<file path="src/rtl/traffic_sched.sv">
// traffic_sched -- two-road traffic light scheduler with all-red clearance,
// emergency hold and optional pedestrian-request green shortening.
//
// Optional feature macro: TRAFFIC_SCHED_PED_EN
//   defined   : ped_s/ped_w latch request flags; a pending request on the
//               opposing road caps the remaining green at T_CAP.
//   undefined : ped_s/ped_w are ignored and timing is fixed.
//
// Ports
//   clk      in   single clock, rising edge
//   rst      in   asynchronous active-low reset
//   tick     in   timebase strobe; timers move only on edges with tick=1
//   ped_s    in   request for south-road green
//   ped_w    in   request for west-road green
//   emerg    in   emergency hold (level)
//   light_s  out  south lamps, one-hot {green, yellow, red}
//   light_w  out  west lamps, same encoding
//   phase    out  current state code
//   remain   out  ticks left in the current state, minus one
module traffic_sched #(
    parameter int unsigned T_GREEN  = 20,
    parameter int unsigned T_YELLOW = 3,
    parameter int unsigned T_ALLRED = 2,
    parameter int unsigned T_CAP    = 4
) (
    input  logic       clk,
    input  logic       rst,
    input  logic       tick,
    input  logic       ped_s,
    input  logic       ped_w,
    input  logic       emerg,
    output logic [2:0] light_s,
    output logic [2:0] light_w,
    output logic [2:0] phase,
    output logic [7:0] remain
);

    typedef enum logic [2:0] {
        S_GRN = 3'd0,
        S_YEL = 3'd1,
        RED1  = 3'd2,
        W_GRN = 3'd3,
        W_YEL = 3'd4,
        RED2  = 3'd5,
        HOLD  = 3'd6
    } state_t;

    // Reload values: a state lasting N ticks starts at N-1.
    localparam logic [7:0] L_GREEN  = 8'(T_GREEN - 1);
    localparam logic [7:0] L_YELLOW = 8'(T_YELLOW - 1);
    localparam logic [7:0] L_ALLRED = 8'(T_ALLRED - 1);
    localparam logic [7:0] L_CAP    = 8'(T_CAP);

    localparam logic [2:0] LAMP_G = 3'b100;
    localparam logic [2:0] LAMP_Y = 3'b010;
    localparam logic [2:0] LAMP_R = 3'b001;

    state_t     r_state;
    state_t     w_state_d;
    logic [7:0] r_remain;
    logic [7:0] w_remain_d;
    logic [2:0] r_light_s;
    logic [2:0] r_light_w;
    logic [2:0] w_light_s_d;
    logic [2:0] w_light_w_d;
    logic       w_cap;

    // ------------------------------------------------------------------
    // Pedestrian request flags
    // ------------------------------------------------------------------
`ifdef TRAFFIC_SCHED_PED_EN
    logic r_req_s;
    logic r_req_w;
    logic w_req_s_d;
    logic w_req_w_d;

    always_comb begin
        w_req_s_d = r_req_s;
        w_req_w_d = r_req_w;
        // A request for the road already green is meaningless.
        if (ped_s && (r_state != S_GRN)) begin
            w_req_s_d = 1'b1;
        end
        if (ped_w && (r_state != W_GRN)) begin
            w_req_w_d = 1'b1;
        end
        // Served on green entry; clearing overrides a same-edge set.
        if ((w_state_d == S_GRN) && (r_state != S_GRN)) begin
            w_req_s_d = 1'b0;
        end
        if ((w_state_d == W_GRN) && (r_state != W_GRN)) begin
            w_req_w_d = 1'b0;
        end
    end

    always_ff @(posedge clk or negedge rst) begin
        if (!rst) begin
            r_req_s <= 1'b0;
            r_req_w <= 1'b0;
        end else begin
            r_req_s <= w_req_s_d;
            r_req_w <= w_req_w_d;
        end
    end

    assign w_cap = ((r_state == S_GRN) && r_req_w) || ((r_state == W_GRN) && r_req_s);
`else
    logic w_unused_ped;
    assign w_unused_ped = ped_s ^ ped_w;
    assign w_cap        = 1'b0;
`endif

    // ------------------------------------------------------------------
    // Next-state / countdown
    // ------------------------------------------------------------------
    always_comb begin
        w_state_d  = r_state;
        w_remain_d = r_remain;
        if (emerg) begin
            w_state_d  = HOLD;
            w_remain_d = 8'd0;
        end else if (r_state == HOLD) begin
            // Resume through all-red so service restarts with the south road.
            w_state_d  = RED2;
            w_remain_d = L_ALLRED;
        end else if (tick) begin
            if (r_remain == 8'd0) begin
                case (r_state)
                    S_GRN: begin
                        w_state_d  = S_YEL;
                        w_remain_d = L_YELLOW;
                    end
                    S_YEL: begin
                        w_state_d  = RED1;
                        w_remain_d = L_ALLRED;
                    end
                    RED1: begin
                        w_state_d  = W_GRN;
                        w_remain_d = L_GREEN;
                    end
                    W_GRN: begin
                        w_state_d  = W_YEL;
                        w_remain_d = L_YELLOW;
                    end
                    W_YEL: begin
                        w_state_d  = RED2;
                        w_remain_d = L_ALLRED;
                    end
                    default: begin
                        w_state_d  = S_GRN;
                        w_remain_d = L_GREEN;
                    end
                endcase
            end else if (w_cap && (r_remain > L_CAP)) begin
                w_remain_d = L_CAP;
            end else begin
                w_remain_d = r_remain - 8'd1;
            end
        end
    end

    // Lamps are decoded from the next state so the registered lamps always
    // match the registered state; only one road can ever be non-red.
    always_comb begin
        w_light_s_d = LAMP_R;
        w_light_w_d = LAMP_R;
        case (w_state_d)
            S_GRN:   w_light_s_d = LAMP_G;
            S_YEL:   w_light_s_d = LAMP_Y;
            W_GRN:   w_light_w_d = LAMP_G;
            W_YEL:   w_light_w_d = LAMP_Y;
            default: begin
                w_light_s_d = LAMP_R;
                w_light_w_d = LAMP_R;
            end
        endcase
    end

    always_ff @(posedge clk or negedge rst) begin
        if (!rst) begin
            r_state   <= S_GRN;
            r_remain  <= L_GREEN;
            r_light_s <= LAMP_G;
            r_light_w <= LAMP_R;
        end else begin
            r_state   <= w_state_d;
            r_remain  <= w_remain_d;
            r_light_s <= w_light_s_d;
            r_light_w <= w_light_w_d;
        end
    end

    assign light_s = r_light_s;
    assign light_w = r_light_w;
    assign phase   = r_state;
    assign remain  = r_remain;

endmodule

</file>
<file path="config.mk">
export PLATFORM = sky130hd
export DESIGN_NAME = traffic_sched
export DESIGN_NICKNAME = d
export VERILOG_FILES = /design/src/rtl/traffic_sched.sv
export SDC_FILE = /design/constraint.sdc
export NUM_CORES = 1
export LEC_CHECK = 0
export BUFFER_PORTS_ARGS = -buffer_cell sky130_fd_sc_hd__buf_2
export CORE_MARGIN = 8
export CORE_UTILIZATION = 55
export CTS_CLUSTER_SIZE = 25
export DETAILED_ROUTE_END_ITERATION = 10
export GPL_TIMING_DRIVEN = 0
export HOLD_SLACK_MARGIN = 0.15
export PLACE_DENSITY_LB_ADDON = 0.12
export SYNTH_ARGS = -nofsm -noshare
export SYNTH_HDL_FRONTEND = slang
export SYNTH_SLANG_ARGS = --single-unit
</file>
<file path="constraint.sdc">
create_clock -name clk -period 4.9 [get_ports clk]
set_clock_uncertainty 0.15 [all_clocks]
set_input_delay 0 -clock clk [delete_from_list [all_inputs] [get_ports clk]]
set_output_delay 0 -clock clk [all_outputs]
set_load 0.02 [all_outputs]
</file>
==> flow_metrics.tcl, run 1 <==
set metrics [dict create \
    routabilityCongestion 0.835 \
    grt_max_degree 13 \
    worst-setup-path-type "register to register" \
    fin_ws_ns 2.65 \
    syn_nets 104 \
    slowest_delay_ns 0.58 \
    power_leakage_nw 0.516 \
    irDropWorstVdd_mv 0.261 \
    yosys_warnings 0 \
    report.final.setup_viol 0 \
    fin_crit_ns 2.25 \
    holdWs_ns 0.408 \
    cap_violations 0 \
    portBuffers 20 \
    crit_family "buffers and inverters" \
    synth_seq_cells 17 \
    timing.fmax_mhz 445 \
    netlist_instances 97 \
    drive_gt1_share_pct 26.0 \
    die_area_sq_um 3260 \
    yosysTopAreaCell "dfrtp_1" \
    hold_class "input pin to register" \
    crit_required_ns 5.00 \
    drc 0 \
    synth_cell_types 41 \
    hpwlAfterDp_mm 1.58 \
    crit_fanout 5 \
    final-hold-violation-count 0 \
    synth_flop_cell "dfrtp_1" \
    synth_fa_ha_area_share_pct 1.34 \
    worstSetupPathDepth 7 \
    cts_tree "yes" \
    final_cell_mix "buf_2 (20), dfrtp_1 (12), nor2_1 (9)" \
    core-area_sq_um 1650 \
    diodes 0 \
    cts_made_buffers 3 \
    synth_compound_gate_area_share_pct 20.2 \
    worstPathCellList "inv_1, ha_1, nand2_1, nor3_1, xnor2_1, a211oi_1, dlygate4sd3_1" \
    wirelength_mm 2.30 \
    viasPerCell 5.92 \
    fp.dieW_microns 57.1 \
    avgSynthCellArea_sq_um 9.60 \
    place_inst 134 \
    num_vias 853 \
    max-slew-margin-rel_pct 62.1 \
    area_delta_synth_final_pct 22.3 \
    drt_iter0_drc 15 \
    rsz0062_at_grt "false" \
    first_pass_iters 4 \
    clk_pin_slew_ns 0.10 \
    timing.critical_path.arrival_ns 2.34 \
    period_share_pct 45.9 \
    finish.utilization_pct 68.9 \
    whs_path_depth 4 \
    tns_ns 0 \
    insertion_delay_ns 0.30 \
    gr-total-overflow 0 \
    final_common_cell "buf_2" \
    synthMuxAreaShare_pct 0 \
    cp_num_buf_inv 2 \
    detail-route-antenna-nets 0 \
    start_kind "register" \
    powerDensity_nw_per_um2 476 \
    clock-sinks 17 \
    r2r_cells 7 \
    synth_top_family_by_area "simple AND/OR/NAND/NOR gates" \
    globalRouteTotalUtil_pct 15.2 \
    worstSetupEndpointType "register" \
    worst_pin_slew_ns 0.564 \
    synth_edf_count 0 \
    grt_antenna_before_repair 0 \
    wl_per_cell_microns 16.0 \
    cts_root_buffer "clkbuf_4" \
    yosys.area_share.xor_xnor_pct 3.76 \
    synthSimpleGateAreaFrac_pct 25.5 \
    status "finished clean" \
    ys_seq_area_share_pct 46.4 \
    cts_setup_buffers 0 \
    finalNonFillerCells 144 \
    boundaryPins 23 \
    yosys-top-cells-area "dfrtp_1 (32%), dfstp_2 (14%), a21oi_1 (4.3%)" \
    layout.nets 135 \
    drv_slew 0 \
    start_util_pct 56.4 \
    rows 15 \
    grt_pass1_vias 835 \
    slowest_stage "dlygate4sd3_1" \
    syn_area_sq_um 931 \
    grt_pass1_wl_mm 4.06 \
    synthArstFlopShare_pct 100 \
    place_ws_ns 2.94 \
    synth_top_area_share_pct 32.3 \
    fp.dieH_microns 57.1 \
    htree_num_levels 1 \
    cts.path.max_buffers 2 \
]
synthesized netlist by cell type, types with 2 or more instances:
| cell type | count |
|---|---|
| a211oi_1 | 3 |
| a21oi_1 | 8 |
| and3b_1 | 2 |
| clkbuf_1 | 4 |
| dfrtp_1 | 12 |
| dfstp_2 | 5 |
| inv_1 | 3 |
| nand2_1 | 6 |
| nand2b_1 | 2 |
| nand3_1 | 2 |
| nor2_1 | 9 |
| nor2b_1 | 2 |
| nor3_1 | 5 |
| o21a_1 | 2 |
| o21ai_0 | 2 |
| o21ai_1 | 2 |
| o31ai_1 | 2 |
| xnor2_1 | 3 |
stage by stage:
| step | cell area (sq um) | total power [mW] |
|---|---|---|
| floorplan | 931 | 0.389 |
| global placement | 1050 | 0.448 |
| detailed placement | 1050 | 0.457 |
| CTS | 1140 | 0.541 |
| global route | 1140 | 0.578 |
| finish | 1140 | 0.542 |
routing by layer:
layer | vias to the layer above | share of wire (%) | track usage (%)
met3 | 5 | 3.8 | 2.88
met5 | - | 0 | 0
met1 | 415 | 42 | 17.5
met4 | 0 | 2.0 | 7.38
met2 | 19 | 52 | 26.0
li1 | 414 | - | -
report_power, final:
group | leakage [nW] | switching [mW] | internal (mW)
clock network | 0.0150 | 0.0484 | 0.0317
logic | 0.298 | 0.160 | 0.105
registers | 0.204 | 0.0271 | 0.170
flip-flops by register name, summed over array words and instances, names as in the netlist:
register,flops
remain,8
light_w,3
light_s,3
phase,3
worst paths after layout:
path                            slack, ns        end      start
worst max-delay path                 2.65  remain[4]  remain[0]
worst min-delay path                 0.41  remain[6]      emerg
worst max register to register       2.65  remain[4]  remain[0]
worst min register to register       0.48  remain[5]  remain[5]
max in group asynchronous            2.98   phase[2]        rst
min in group asynchronous            0.65  remain[1]        rst
worst min-delay path, delay by kind of cell:
family	cells	cell delay (ns)
and+or+nand+nor	1	0.13
AOI/OAI and AO/OA	1	0.04
buffers and inverters	2	0.66
cells by family (layout without fill, tap and decap cells):
kind of cell,count (synthesis),count (layout)
fa+ha+maj,1,1
simple gates,40,40
flops,17,17
xor+xnor,4,4
buf+inv,7,37
compound gates,28,28
repair_timing:
action	in CTS	in global routing
endpoints found under the hold margin	30	0
resized for setup	0	0
hold buffers	6	0
layout make-up:
class / count / area [sq um]
tap: 17 / 21.3
inverter: 3 / 11.3
sequential: 17 / 432
clock buffer: 4 / 26.3
fill: 137 / 513
buffer: 4 / 15.0
timing repair buffer: 26 / 160
multi-input combinational: 73 / 473
Power figures use the tool's default switching activity.
==> run 2: changes to the inputs <==
--- a/config.mk
+++ b/config.mk
@@ -5,9 +5,10 @@
 export SDC_FILE = /design/constraint.sdc
 export NUM_CORES = 1
 export LEC_CHECK = 0
+export ABC_AREA = 1
 export BUFFER_PORTS_ARGS = -buffer_cell sky130_fd_sc_hd__buf_2
 export CORE_MARGIN = 8
-export CORE_UTILIZATION = 55
+export CORE_UTILIZATION = 52
 export CTS_CLUSTER_SIZE = 25
 export DETAILED_ROUTE_END_ITERATION = 10
 export GPL_TIMING_DRIVEN = 0
==> constraint.sdc (replaced) <==
create_clock -name clk -period 2.1 [get_ports clk]
set_clock_uncertainty 0.15 [all_clocks]
set_input_delay 0 -clock clk [delete_from_list [all_inputs] [get_ports clk]]
set_output_delay 0 -clock clk [all_outputs]
set_load 0.02 [all_outputs]
==> flow_metrics.tcl, run 2 <==
set metrics [dict create \
    start_kind "register" \
    postPlaceCellArea_sq_um 1140 \
    hpwlAfterDp_mm 1.61 \
    fillers 175 \
    portBuffers 20 \
    regArea_sq_um 432 \
    drt_iter0_drc 10 \
    htree_num_levels 1 \
    insertion_delay_ns 0.29 \
    clock-sinks 17 \
    crit_required_ns 2.14 \
    cap_violations 0 \
    largest_reg_flops 8 \
    num_vias 840 \
    grt_max_degree 13 \
    diodes 0 \
    routabilityCongestion 0.867 \
    cts.path.max_buffers 2 \
    start_util_pct 53.2 \
    yosys_warnings 0 \
    worst_pin_slew_ns 0.563 \
    final_cell_area_sq_um 1220 \
    worstSetupEndpointType "register" \
    worst-setup-path-type "register to register" \
    yosysMostFrequentCell "nand2_1" \
    hold_class "register to register" \
    powerDensity_nw_per_um2 1710 \
    grt_pass1_vias 951 \
    rows 16 \
    wirelength_mm 2.12 \
    drc 0 \
    max-slew-margin-rel_pct 62.4 \
    detail-route-antenna-nets 0 \
    final-hold-violation-count 0 \
    synthArstFlopShare_pct 100 \
    power_leakage_nw 0.634 \
    die_area_sq_um 3610 \
    first_pass_iters 4 \
    irDropWorstVdd_mv 0.876 \
    boundaryPins 23 \
    globalRouteTotalUtil_pct 13.7 \
    syn_nets 122 \
    fp.dieH_microns 60.1 \
    synth_edf_count 0 \
    place_inst 162 \
    holdWs_ns 0.413 \
    multi_input_area_sq_um 487 \
    fin_ws_ns 0.235 \
    grt_antenna_before_repair 0 \
    drv_slew 0 \
    tns_ns 0 \
    period_share_pct 88.8 \
    wl_per_cell_microns 12.4 \
    layout.nets 152 \
    avgSynthCellArea_sq_um 8.79 \
    final_cell_mix "nand2_1 (21), buf_2 (20), dfrtp_1 (12)" \
    gr-total-overflow 0 \
    cts_root_buffer "clkbuf_4" \
    status "finished clean" \
    syn_area_sq_um 1010 \
    worstPathCellList "inv_1, ha_1, nand2_2, nor2_4, nand3_2, nand2_2, nand2_2, nand2_4, inv_4, nand3_1" \
    core-area_sq_um 1900 \
    viasPerCell 4.91 \
    ys_seq_area_share_pct 42.7 \
    synth_flop_cell "dfrtp_1" \
    area_delta_synth_final_pct 21.2 \
    synth_top_area_share_pct 29.7 \
    slowest_stage "dfstp_2" \
    clk_pin_slew_ns 0.11 \
    crit_top_cell "nand2_2" \
    finalNonFillerCells 171 \
    fin_crit_ns 1.86 \
    drive_gt1_share_pct 45.1 \
    fp.dieW_microns 60.1 \
    synth_seq_cells 17 \
    yosysTopAreaCell "dfrtp_1" \
    yosys-top-cells-area "dfrtp_1 (30%), dfstp_2 (13%), nand2_1 (7.8%)" \
    cts_made_buffers 3 \
    rsz0062_at_grt "false" \
    slowest_delay_ns 0.57 \
    place_ws_ns 0.230 \
    synth_cell_types 27 \
    finalPower_mw 2.09 \
    crit_fanout 5 \
    grt_pass1_wl_mm 3.86 \
    final_common_cell "nand2_1" \
    synthTopCellsByCount "nand2_1 (21), dfrtp_1 (12), inv_1 (10)" \
    report.final.setup_viol 0 \
    finish.utilization_pct 64.4 \
    netlist_instances 115 \
    timing.fmax_mhz 536 \
    timing.critical_path.arrival_ns 1.90 \
    cts_tree "yes" \
]
[run 2: cell count changes in the layout (fill, tap and decap cells not counted), sizes merged, moves of 4 or more]
| cell | change |
|---|---|
| inv | +14 |
| nand3 | +9 |
| nor2 | +5 |
| clkbuf | -5 |
| nand2 | +26 |
| a21oi | -4 |
[run 2: critical path, delay by kind of cell (launching register included)]
family	cells	cell delay, ns
DFF	1	0.57
adders and majority gates	1	0.25
and+or+nand+nor	7	0.63
buffers and inverters	2	0.16
[run 2: kinds of logic (layout without fill, tap and decap cells)]
logic type	Yosys count	after routing	synth area share [%]
flops	17	17	42.7
fa+ha+maj	1	1	1.24
simple gates	61	61	36.3
compound gates	14	14	8.04
xor+xnor	3	3	2.60
buf+inv	19	48	9.16
[run 2: path summary, 6_finish.rpt]
kind	slack, ns	startpoint	end	cells past startpoint
setup / recovery	0.24	remain[0]	light_s[0]	10
setup reg to reg	0.24	remain[0]	light_s[0]	10
hold reg to reg	0.41	remain[7]	remain[7]	2
max in group asynchronous	0.53	rst	phase[2]	4
hold / removal	0.41	remain[7]	remain[7]	2
min in group asynchronous	0.64	rst	light_s[2]	3
[run 2: report_power, final]
part	leakage, nW	switching, mW	internal [mW]
Sequential	0.203	0.127	0.467
Combinational	0.413	0.856	0.465
Clock	0.0177	0.107	0.0707
[run 2: final cells by class]
| class | instances | share of cell area [%] |
|---|---|---|
| Clock buffer | 3 | 1.84 |
| Sequential cell | 17 | 35.2 |
| Timing Repair Buffer | 25 | 12.5 |
| Multi-Input combinational cell | 79 | 39.7 |
| Inverter | 19 | 7.56 |
| Clock inverter | 1 | 0.409 |
| Tap cell | 27 | 2.76 |
[run 2: layer usage]
metal / vias up / share of wire (%) / routed length (microns) / track usage [%]
met4: 0 / 0.66 / 14 / 7.82
li1: 421 / - / - / -
met5: - / 0 / 0 / 0
met1: 395 / 39 / 837 / 13.3
met3: 2 / 4.7 / 99 / 2.58
met2: 22 / 55 / 1170 / 26.2
[run 2: repair_timing]
item,4_1_cts,5_1_grt
endpoints found under the setup margin,0,12
setup buffers,0,0
hold buffers,5,0
endpoints found under the hold margin,34,0
resized for setup,0,1
==> run 3: changes to the inputs <==
--- a/config.mk
+++ b/config.mk
@@ -8,7 +8,7 @@
 export ABC_AREA = 1
 export BUFFER_PORTS_ARGS = -buffer_cell sky130_fd_sc_hd__buf_2
 export CORE_MARGIN = 8
-export CORE_UTILIZATION = 52
+export CORE_UTILIZATION = 30
 export CTS_CLUSTER_SIZE = 25
 export DETAILED_ROUTE_END_ITERATION = 10
 export GPL_TIMING_DRIVEN = 0
==> flow_metrics.tcl, run 3 (synthesis results as in run 2) <==
set metrics [dict create \
    status "finished clean" \
    num_vias 828 \
    routabilityCongestion 0.817 \
    grt_pass1_wl_mm 4.00 \
    fp.dieW_microns 74.1 \
    crit_fanout 5 \
    tns_ns 0 \
    wl_per_cell_microns 12.0 \
    fin_crit_ns 1.92 \
    crit_top_cell "nand2_2" \
    boundaryPins 23 \
    cts_tree "yes" \
    detail-route-antenna-nets 0 \
    area_delta_synth_final_pct 23.5 \
    fp.dieH_microns 74.1 \
    powerDensity_nw_per_um2 1670 \
    gr-total-overflow 0 \
    period_share_pct 91.4 \
    viasPerCell 4.36 \
    clock-sinks 17 \
    timing.critical_path.arrival_ns 1.94 \
    cts.path.max_buffers 2 \
    cp_num_buf_inv 2 \
    worst_pin_slew_ns 0.596 \
    portBuffers 20 \
    cap_violations 0 \
    cts_root_buffer "clkbuf_4" \
    worstPathCellList "inv_1, ha_1, nand2_2, nor2_4, nand3_2, nand2_2, nand2_2, nand2_4, inv_4, nand3_1" \
    worst-setup-path-type "register to register" \
    grt_max_degree 13 \
    final-hold-violation-count 0 \
    worstSetupEndpointType "register" \
    irDropWorstVdd_mv 0.459 \
    fillers 345 \
    crit_required_ns 2.12 \
    hpwlAfterDp_mm 1.74 \
    insertion_delay_ns 0.29 \
    drive_gt1_share_pct 45.1 \
    cts_made_buffers 3 \
    crit_family "simple AND/OR/NAND/NOR gates" \
    core-area_sq_um 3280 \
    crit_start "remain[0]" \
    worstHoldStart "remain[7]" \
    largest_reg_flops 8 \
    layout.nets 152 \
    power_leakage_nw 0.634 \
    slowest_stage "dfstp_2" \
    die_area_sq_um 5480 \
    wirelength_mm 2.28 \
    slowest_delay_ns 0.57 \
    diodes 0 \
    htree_num_levels 1 \
    clk_pin_slew_ns 0.11 \
    drv_slew 0 \
    max-slew-margin-rel_pct 60.3 \
    report.final.setup_viol 0 \
    final_common_cell "nand2_1" \
    drc 0 \
    drt_iter0_drc 17 \
    globalRouteTotalUtil_pct 9.42 \
    r2r_start "remain[0]" \
    rows 21 \
    rsz0062_at_grt "false" \
    grt_antenna_before_repair 0 \
    grt_pass1_vias 887 \
    start_util_pct 30.8 \
    timing.fmax_mhz 521 \
    final_cell_mix "nand2_1 (21), buf_2 (20), dfrtp_1 (12)" \
    first_pass_iters 4 \
    cts_setup_buffers 0 \
    finalPower_mw 2.09 \
    hold_class "register to register" \
    start_kind "register" \
    finish.utilization_pct 38.0 \
]
## run 3: cell counts in the layout (fill, tap and decap cells not counted)
No cell type changed its count.
## run 3: metrics by stage
stage	worst slack, ns	std cells	cell area, sq um	hold slack [ns]
6_report	0.182	190	1250	0.413
5_1_grt	0.0795	190	1250	0.452
4_1_cts	0.0423	190	1250	0.422
3_5_place_dp	0.190	181	1170	-0.193
3_3_place_gp	0.188	181	1170	-0.194
2_1_floorplan	0.304	115	1010	-0.446
## run 3: path summary, 6_finish.rpt
| kind | endpoint | slack [ns] | cells after the start |
|---|---|---|---|
| hold reg to reg | remain[7] | 0.41 | 2 |
| hold / removal | remain[7] | 0.41 | 2 |
| setup / recovery | light_s[0] | 0.18 | 10 |
| min in group asynchronous | remain[1] | 0.66 | 3 |
| max in group asynchronous | light_w[2] | 0.49 | 4 |
| setup reg to reg | light_s[0] | 0.18 | 10 |
## run 3: report_power, final
part	switching [mW]	internal, mW	leakage, nW	total [mW]
clock	0.109	0.0707	0.0177	0.180
combinational	0.850	0.465	0.413	1.31
sequential	0.126	0.467	0.203	0.593
## run 3: timing repair
| item | 4_1_cts | 5_1_grt |
|---|---|---|
| resized for setup | 0 | 1 |
| hold endpoints to repair | 34 | 0 |
| endpoints found under the setup margin | 0 | 12 |
| hold buffers | 5 | 0 |
## run 3: area by class of cell
type | instances | area [sq um] | share of cell area [%]
clock buffer | 3 | 22.5 | 1.80
inverter | 19 | 92.6 | 7.41
multi-input combinational | 79 | 487 | 39.0
timing repair buffer | 25 | 153 | 12.2
tap | 46 | 57.6 | 4.61
clock inverter | 1 | 5.00 | 0.401
sequential | 17 | 432 | 34.6
## run 3: worst min-delay path: stages (launching register included)
cell and delay, ns:
dfrtp_1 0.42, clkinv_4 0.06, a21oi_1 0.05
## run 3: per-layer routing
layer  GRT usage (%)  vias up  routed length [microns]
met5               0        -                        0
met4            2.00        0                       16
met3            3.10        2                       94
met2            17.4       14                     1230
met1            10.1      390                      933
li1                -      422                        -
